`src/rtl/seg_scan_driver_pkg.sv`:
```
// Shared types, constants and helpers for the multiplexed 4-digit seven-segment driver.
// Segment patterns are active-low, ordered g..a as bits 6..0.
package seg_scan_driver_pkg;

  typedef enum logic [1:0] {
    ST_IDLE   = 2'd0,
    ST_CONV   = 2'd1,
    ST_COMMIT = 2'd2
  } state_e;

  localparam logic [3:0]  ITER_N    = 4'd14;
  localparam logic [13:0] VALUE_MAX = 14'd9999;
  localparam logic [6:0]  SEG_BLANK = 7'b1111111;
  localparam logic [6:0]  SEG_DASH  = 7'b0111111;

  function automatic logic [6:0] seg_pattern(input logic [3:0] digit);
    logic [6:0] seg;
    case (digit)
      4'd0:    seg = 7'b1000000;
      4'd1:    seg = 7'b1111001;
      4'd2:    seg = 7'b0100100;
      4'd3:    seg = 7'b0110000;
      4'd4:    seg = 7'b0011001;
      4'd5:    seg = 7'b0010010;
      4'd6:    seg = 7'b0000010;
      4'd7:    seg = 7'b1111000;
      4'd8:    seg = 7'b0000000;
      4'd9:    seg = 7'b0010000;
      default: seg = SEG_BLANK;
    endcase
    return seg;
  endfunction

  // One double-dabble step: add 3 to each nibble >= 5, then shift in the next binary bit.
  function automatic logic [15:0] dd_step(input logic [15:0] bcd, input logic bit_in);
    logic [15:0] adj;
    adj = bcd;
    for (int i = 0; i < 4; i++) begin
      if (adj[4*i +: 4] >= 4'd5) begin
        adj[4*i +: 4] = adj[4*i +: 4] + 4'd3;
      end else begin
        adj[4*i +: 4] = adj[4*i +: 4];
      end
    end
    return {adj[14:0], bit_in};
  endfunction

endpackage

```
`src/rtl/seg_scan_driver_decode.sv`:
```
// Combinational BCD nibble to active-low segment decoder; dash outranks blank.
module seg_decode
  import seg_scan_driver_pkg::*;
(
  input  logic [3:0] idigit,
  input  logic       iblank,
  input  logic       idash,
  output logic [6:0] oseg
);

  always_comb begin
    if (idash) begin
      oseg = SEG_DASH;
    end else if (iblank) begin
      oseg = SEG_BLANK;
    end else begin
      oseg = seg_pattern(idigit);
    end
  end

endmodule

```
`src/rtl/seg_scan_driver.sv`:
```
// Loads a 14-bit binary value, converts it to BCD over 14 cycles, commits it to the
// display register and drives the externally scanned digit with one cycle of latency.
module seg_scan_driver
  import seg_scan_driver_pkg::*;
(
  input  logic        iclk,
  input  logic        ireset,
  input  logic [3:0]  ivsel,
  input  logic [13:0] ivalue,
  input  logic [3:0]  idp,
  input  logic        ivalid,
  input  logic        iblank_lz,
  output logic        oready,
  output logic        odone,
  output logic        oovf,
  output logic [3:0]  oan,
  output logic [6:0]  oseg,
  output logic        odp
);

  state_e      state_q, state_d;
  logic [3:0]  cnt_q, cnt_d;
  logic [13:0] bin_q, bin_d;
  logic [15:0] bcd_q, bcd_d;
  logic [3:0]  dp_lat_q, dp_lat_d;
  logic        ovf_lat_q, ovf_lat_d;
  logic [15:0] disp_q, disp_d;
  logic [3:0]  disp_dp_q, disp_dp_d;
  logic        ovf_q, ovf_d;
  logic        odone_q, odone_d;
  logic        oready_q, oready_d;
  logic [3:0]  oan_q, oan_d;
  logic [6:0]  oseg_q, oseg_d;
  logic        odp_q, odp_d;

  logic [15:0] bcd_next_s;
  logic        onehot_s;
  logic [1:0]  sel_idx_s;
  logic [3:0]  nibble_s;
  logic [3:0]  zero_s;
  logic        blank_s;
  logic [6:0]  seg_dec_s;

  assign bcd_next_s = dd_step(bcd_q, bin_q[13]);

  always_comb begin
    state_d   = state_q;
    cnt_d     = cnt_q;
    bin_d     = bin_q;
    bcd_d     = bcd_q;
    dp_lat_d  = dp_lat_q;
    ovf_lat_d = ovf_lat_q;
    disp_d    = disp_q;
    disp_dp_d = disp_dp_q;
    ovf_d     = ovf_q;
    odone_d   = 1'b0;
    case (state_q)
      ST_IDLE: begin
        cnt_d = 4'd0;
        if (ivalid && oready_q) begin
          state_d   = ST_CONV;
          ovf_lat_d = (ivalue > VALUE_MAX);
          bin_d     = (ivalue > VALUE_MAX) ? VALUE_MAX : ivalue;
          bcd_d     = 16'd0;
          dp_lat_d  = idp;
        end else begin
          state_d = ST_IDLE;
        end
      end
      ST_CONV: begin
        bcd_d = bcd_next_s;
        bin_d = {bin_q[12:0], 1'b0};
        if (cnt_q == ITER_N - 4'd1) begin
          // The last iteration's result goes straight into the display register.
          state_d   = ST_COMMIT;
          cnt_d     = 4'd0;
          disp_d    = bcd_next_s;
          disp_dp_d = dp_lat_q;
          ovf_d     = ovf_lat_q;
          odone_d   = 1'b1;
        end else begin
          cnt_d = cnt_q + 4'd1;
        end
      end
      ST_COMMIT: begin
        state_d = ST_IDLE;
        cnt_d   = 4'd0;
      end
      default: begin
        state_d = ST_IDLE;
        cnt_d   = 4'd0;
      end
    endcase
    oready_d = (state_d == ST_IDLE);
  end

  always_comb begin
    onehot_s = (ivsel != 4'd0) && ((ivsel & (ivsel - 4'd1)) == 4'd0);
    case (ivsel)
      4'b0001: sel_idx_s = 2'd0;
      4'b0010: sel_idx_s = 2'd1;
      4'b0100: sel_idx_s = 2'd2;
      4'b1000: sel_idx_s = 2'd3;
      default: sel_idx_s = 2'd0;
    endcase
    for (int i = 0; i < 4; i++) begin
      zero_s[i] = (disp_q[4*i +: 4] == 4'd0);
    end
    nibble_s = disp_q[{sel_idx_s, 2'b00} +: 4];
    // A digit is a leading zero when it and every digit to its left are zero.
    case (sel_idx_s)
      2'd1:    blank_s = iblank_lz && zero_s[1] && zero_s[2] && zero_s[3];
      2'd2:    blank_s = iblank_lz && zero_s[2] && zero_s[3];
      2'd3:    blank_s = iblank_lz && zero_s[3];
      default: blank_s = 1'b0;
    endcase
  end

  seg_decode u_seg_decode (
    .idigit (nibble_s),
    .iblank (blank_s),
    .idash  (ovf_q),
    .oseg   (seg_dec_s)
  );

  always_comb begin
    if (onehot_s) begin
      oan_d  = ~ivsel;
      oseg_d = seg_dec_s;
      odp_d  = ~disp_dp_q[sel_idx_s];
    end else begin
      oan_d  = 4'b1111;
      oseg_d = SEG_BLANK;
      odp_d  = 1'b1;
    end
  end

  always_ff @(posedge iclk) begin
    if (ireset) begin
      state_q   <= ST_IDLE;
      cnt_q     <= 4'd0;
      bin_q     <= 14'd0;
      bcd_q     <= 16'd0;
      dp_lat_q  <= 4'd0;
      ovf_lat_q <= 1'b0;
      disp_q    <= 16'd0;
      disp_dp_q <= 4'd0;
      ovf_q     <= 1'b0;
      odone_q   <= 1'b0;
      oready_q  <= 1'b1;
      oan_q     <= 4'b1111;
      oseg_q    <= SEG_BLANK;
      odp_q     <= 1'b1;
    end else begin
      state_q   <= state_d;
      cnt_q     <= cnt_d;
      bin_q     <= bin_d;
      bcd_q     <= bcd_d;
      dp_lat_q  <= dp_lat_d;
      ovf_lat_q <= ovf_lat_d;
      disp_q    <= disp_d;
      disp_dp_q <= disp_dp_d;
      ovf_q     <= ovf_d;
      odone_q   <= odone_d;
      oready_q  <= oready_d;
      oan_q     <= oan_d;
      oseg_q    <= oseg_d;
      odp_q     <= odp_d;
    end
  end

  assign oready = oready_q;
  assign odone  = odone_q;
  assign oovf   = ovf_q;
  assign oan    = oan_q;
  assign oseg   = oseg_q;
  assign odp    = odp_q;

endmodule
```
`config.mk`:
```
export PLATFORM = sky130hd
export DESIGN_NAME = seg_scan_driver
export DESIGN_NICKNAME = d
export VERILOG_FILES = /design/src/rtl/seg_scan_driver_pkg.sv /design/src/rtl/seg_scan_driver_decode.sv /design/src/rtl/seg_scan_driver.sv
export SDC_FILE = /design/constraint.sdc
export NUM_CORES = 1
export LEC_CHECK = 0
export BUFFER_PORTS_ARGS = -buffer_cell sky130_fd_sc_hd__buf_2
export CORE_MARGIN = 8
export CORE_UTILIZATION = 35
export DETAILED_ROUTE_END_ITERATION = 10
export GPL_ROUTABILITY_DRIVEN = 0
export HOLD_SLACK_MARGIN = 0.12
export PLACE_DENSITY = 0.54
export SLEW_MARGIN = 20
export SYNTH_ARGS = -nofsm -noshare
export SYNTH_HDL_FRONTEND = slang
export SYNTH_SLANG_ARGS = --single-unit
export TNS_END_PERCENT = 50
```
`constraint.sdc`:
```
create_clock -name iclk -period 1.9 [get_ports iclk]
set_input_delay 0.38 -clock iclk [delete_from_list [all_inputs] [get_ports iclk]]
set_output_delay 0.38 -clock iclk [all_outputs]
set_load 0.01 [all_outputs]
```
==> results.txt <==
----------------------------------------------------
[STA]
  Share of the clock period used by the worst path ... 0.8976
  Number of hold-slack violations in the final timing report ... 0
  Time the worst path needs with I/O delays and setup ... 1.705 ns
  Fmax ... 586.4 MHz
  # setup viols final ... 0
  Setup repair after global routing missed its margin ... false
  Slew Limit Headroom ... 0.3497
  Final Hold Slack ... 0.2659 ns
  Transition time at the pin with the least slew margin ... 0.9702 ns
  Pins over their slew limit ... 0
  Final critical-path setup slack ... 0.1945 ns
  Total negative setup slack ... 0 ns
  Skew final ... 0.01063 ns

[Outcome]
  Outcome ... completed

[Power and ir drop]
  Total power ... 3.325 mW
  Areal power density over the cells ... 802.5 nW/um2
  Static leakage ... 1.532 nW
  Max rail drop VDD ... 0.3731 mV

[Clock tree]
  Sinks on the clock net ... 76
  Clock tree from TritonCTS ... done
  H-tree level count ... 3
  Post-CTS Hold Buffers ... 0
  Maximum root-to-sink buffer count ... 2
  PostCTS Resize Cnt ... 0
  Clock latency on the worst-skew pair ... 0.34 ns
  Register clock-pin slew on the reported worst setup and hold paths ... 0.09 ns
  CTS buffer count ... 9
  Number of buffers inserted to repair setup after CTS ... 0
  Buffer type at the clock tree root ... sky130_fd_sc_hd__clkbuf_8

[Floorplanning]
  # rows ... 36
  Die W ... 116.2 um
  Count of boundary I/O pins ... 41
  Chip height ... 116.2 um
  Starting utilization of the core area ... 0.3594
  Placeable core area ... 9774 um2
  Die area ... 13500 um2

[Route]
  Antenna Nets Post-Route ... 0
  Drt drc ... 0
  Routed vias ... 2871
  Vias per std cell ... 4.866
  DRC violation total after the first TritonRoute iteration ... 123
  Total routed wirelength ... 7.653 mm
  Number of optimization iterations in the first detailed-route pass ... 4
  Routed length per placed instance ... 12.97 um

[Cells and area]
  Post-route design area ... 4143 um2
  Most common cell after layout, fill and taps aside ... sky130_fd_sc_hd__dfxtp_1
  Final net count ... 493
  Ratio of cells with drive above 1 in the final layout ... 0.2013
  Final core utilization ... 0.4238
  Antenna diode count ... 0
  Final Instance Count excl. Fillers ... 590
  Area growth syn-to-layout ... 17.91%
  Leading cell types in the layout, fill and taps excluded ... 76 x sky130_fd_sc_hd__dfxtp_1, 70 x sky130_fd_sc_hd__nand2_1, 40 x sky130_fd_sc_hd__buf_2

[Setup path]
  Cell with the largest stage delay on the worst path ... sky130_fd_sc_hd__nor4b_1
  Setup crit end kind ... flop
  Reg-to-reg setup timing slack ... 0.25 ns
  FF-to-FF End ... bcd_q[15]
  Worst Path Required ... 2.11 ns
  Startpoint of the most critical register-to-register path ... state_q[0]
  Startpoint types ... primary input
  Critical path arrival ... 1.92 ns
  Beginning of the critical path ... ivsel[3]
  Logic depth of the worst register-to-register path ... 4
  Largest fanout on the critical path ... 10
  Stage delay of the slowest cell on the critical path ... 0.34 ns
  Type of the worst setup path ... in -> reg
  Critical Path, Cell by Cell ... buf_2, nor4b_1, and2_1, a221o_1, inv_2, ha_1, inv_1, mux2i_1, o211ai_1

[GRT]
  Peak-usage layer in the global routing report ... met2
  GR Overflow Total ... 0
  Global-route met3 utilization ... 0.03619
  GR Util met1 ... 0.1512
  Antenna violations before repair ... 0
  Met2 routing resource usage after global routing ... 0.1892
  First-pass GRT wire length ... 12.94 mm
  Global-route usage over all layers ... 0.1187
  Pin count of the biggest net entering global routing ... 50
  Vias in the first global route ... 2749

[Synth]
  Post-synthesis instance total ... 402
  Average cell area after synthesis ... 8.740 um2
  Share of the synthesized area in the top cell type ... 0.4330
  Leading post-synthesis cells by cell area ... sky130_fd_sc_hd__dfxtp_1 43%, sky130_fd_sc_hd__nand2_1 7.5%, sky130_fd_sc_hd__ha_1 5.3%
  Net Count, Synth ... 443
  Distinct cell type count of the synthesized netlist ... 46
  Yosys warning count ... 0
  Cell taking the most area after synthesis ... sky130_fd_sc_hd__dfxtp_1
  Post-synthesis cell area ... 3513 um2
  Share of the yosys chip area belonging to registers ... 0.4330
  Seq cells post-synth ... 76

[Place]
  Number of buffer cells added on primary ports ... 40
  Number of placed instances with taps included ... 574
  Pre-CTS WS ... -0.1812 ns
  Placed instance area ... 3934 um2
  DP Wirelength ... 5.715 mm

[Min path]
  WHS Path Cells ... 3
  Min-delay src ... idp[0]
  Tightest Hold Check Type ... in -> reg
  Endpoint of the worst hold path ... dp_lat_q[0]

[Flow run]
  Max-cap check violation count ... 0

----------------------------------------------------
## per-layer routing
metal,wire length (um),vias to the layer above
met5,0,-
met4,86,0
li1,-,1521
met1,3676,1305
met2,3537,37
met3,353,8
## cells in the mapped netlist (all sizes together)
library cell,number
nor4b,3
o221a,2
mux4,1
nand3,13
nor3,12
and2,3
a21o,1
nor4,5
dfxtp,76
xnor2,5
nor3b,11
clkbuf,14
buf,7
a31oi,10
o311ai,2
o211ai,7
a311oi,1
nand2,70
a22o,11
mux2i,9
a211oi,6
nor2,23
xor2,3
a221o,1
or3,1
ha,15
nor2b,3
inv,16
a22oi,8
a221oi,1
or2,2
a21oi,33
nand2b,8
o21ai,19
## sequential cells by signal, summed over array words and instances, names as in the netlist, 2 cells and up
| signal | cells |
|---|---|
| disp_dp_q | 4 |
| oan | 4 |
| cnt_q | 4 |
| disp_q | 16 |
| bin_q | 14 |
| dp_lat_q | 4 |
| state_q | 2 |
| bcd_q | 16 |
| oseg | 7 |
## where the power goes
part           switching (mW)  total (mW)  leakage, nW  internal [mW]
clock                   0.617        1.27       0.0991          0.652
sequential             0.0295        1.68        0.617           1.65
combinational           0.224       0.374        0.816          0.150
## worst max-delay path: cells and delay by family
kind / cells / cell delay (ns)
simple gates: 2 / 0.52
fa+ha+maj: 1 / 0.30
buf+inv: 3 / 0.29
compound gates: 2 / 0.29
mux: 1 / 0.13
## how the worst max path moves through the flow
stage	to	slack [ns]	cells after the start
after CTS	oseg[3]	0.19	9
after global placement	oseg[3]	-0.13	9
final	oseg[3]	0.19	9
after global routing	bcd_q[15]	0.04	4
after floorplan	oseg[3]	0.008	9
after detailed placement	oseg[3]	-0.18	9
## kinds of logic (layout without fill, tap and decap cells)
family / Yosys count / in the layout / synth area share
DFF: 76 / 76 / 0.4330
and+or+nand+nor: 154 / 154 / 0.2122
adders and majority gates: 15 / 15 / 0.05342
buffers and inverters: 37 / 92 / 0.04879
muxes: 10 / 10 / 0.03205
xor gates and xnor gates: 8 / 8 / 0.02208
AOI/OAI and AO/OA: 102 / 102 / 0.1984
## final cells by class
| type | count | area (um2) |
|---|---|---|
| fillers | 1022 | 5632 |
| multi-input cells | 289 | 1823 |
| flip-flops and latches | 76 | 1521 |
| repair buffers | 60 | 362.8 |
| well taps | 133 | 166.4 |
| clock buffers | 10 | 137.6 |
| clock inverters | 6 | 71.32 |
| inverters | 16 | 60.06 |
(Power assumes the default switching activity.)
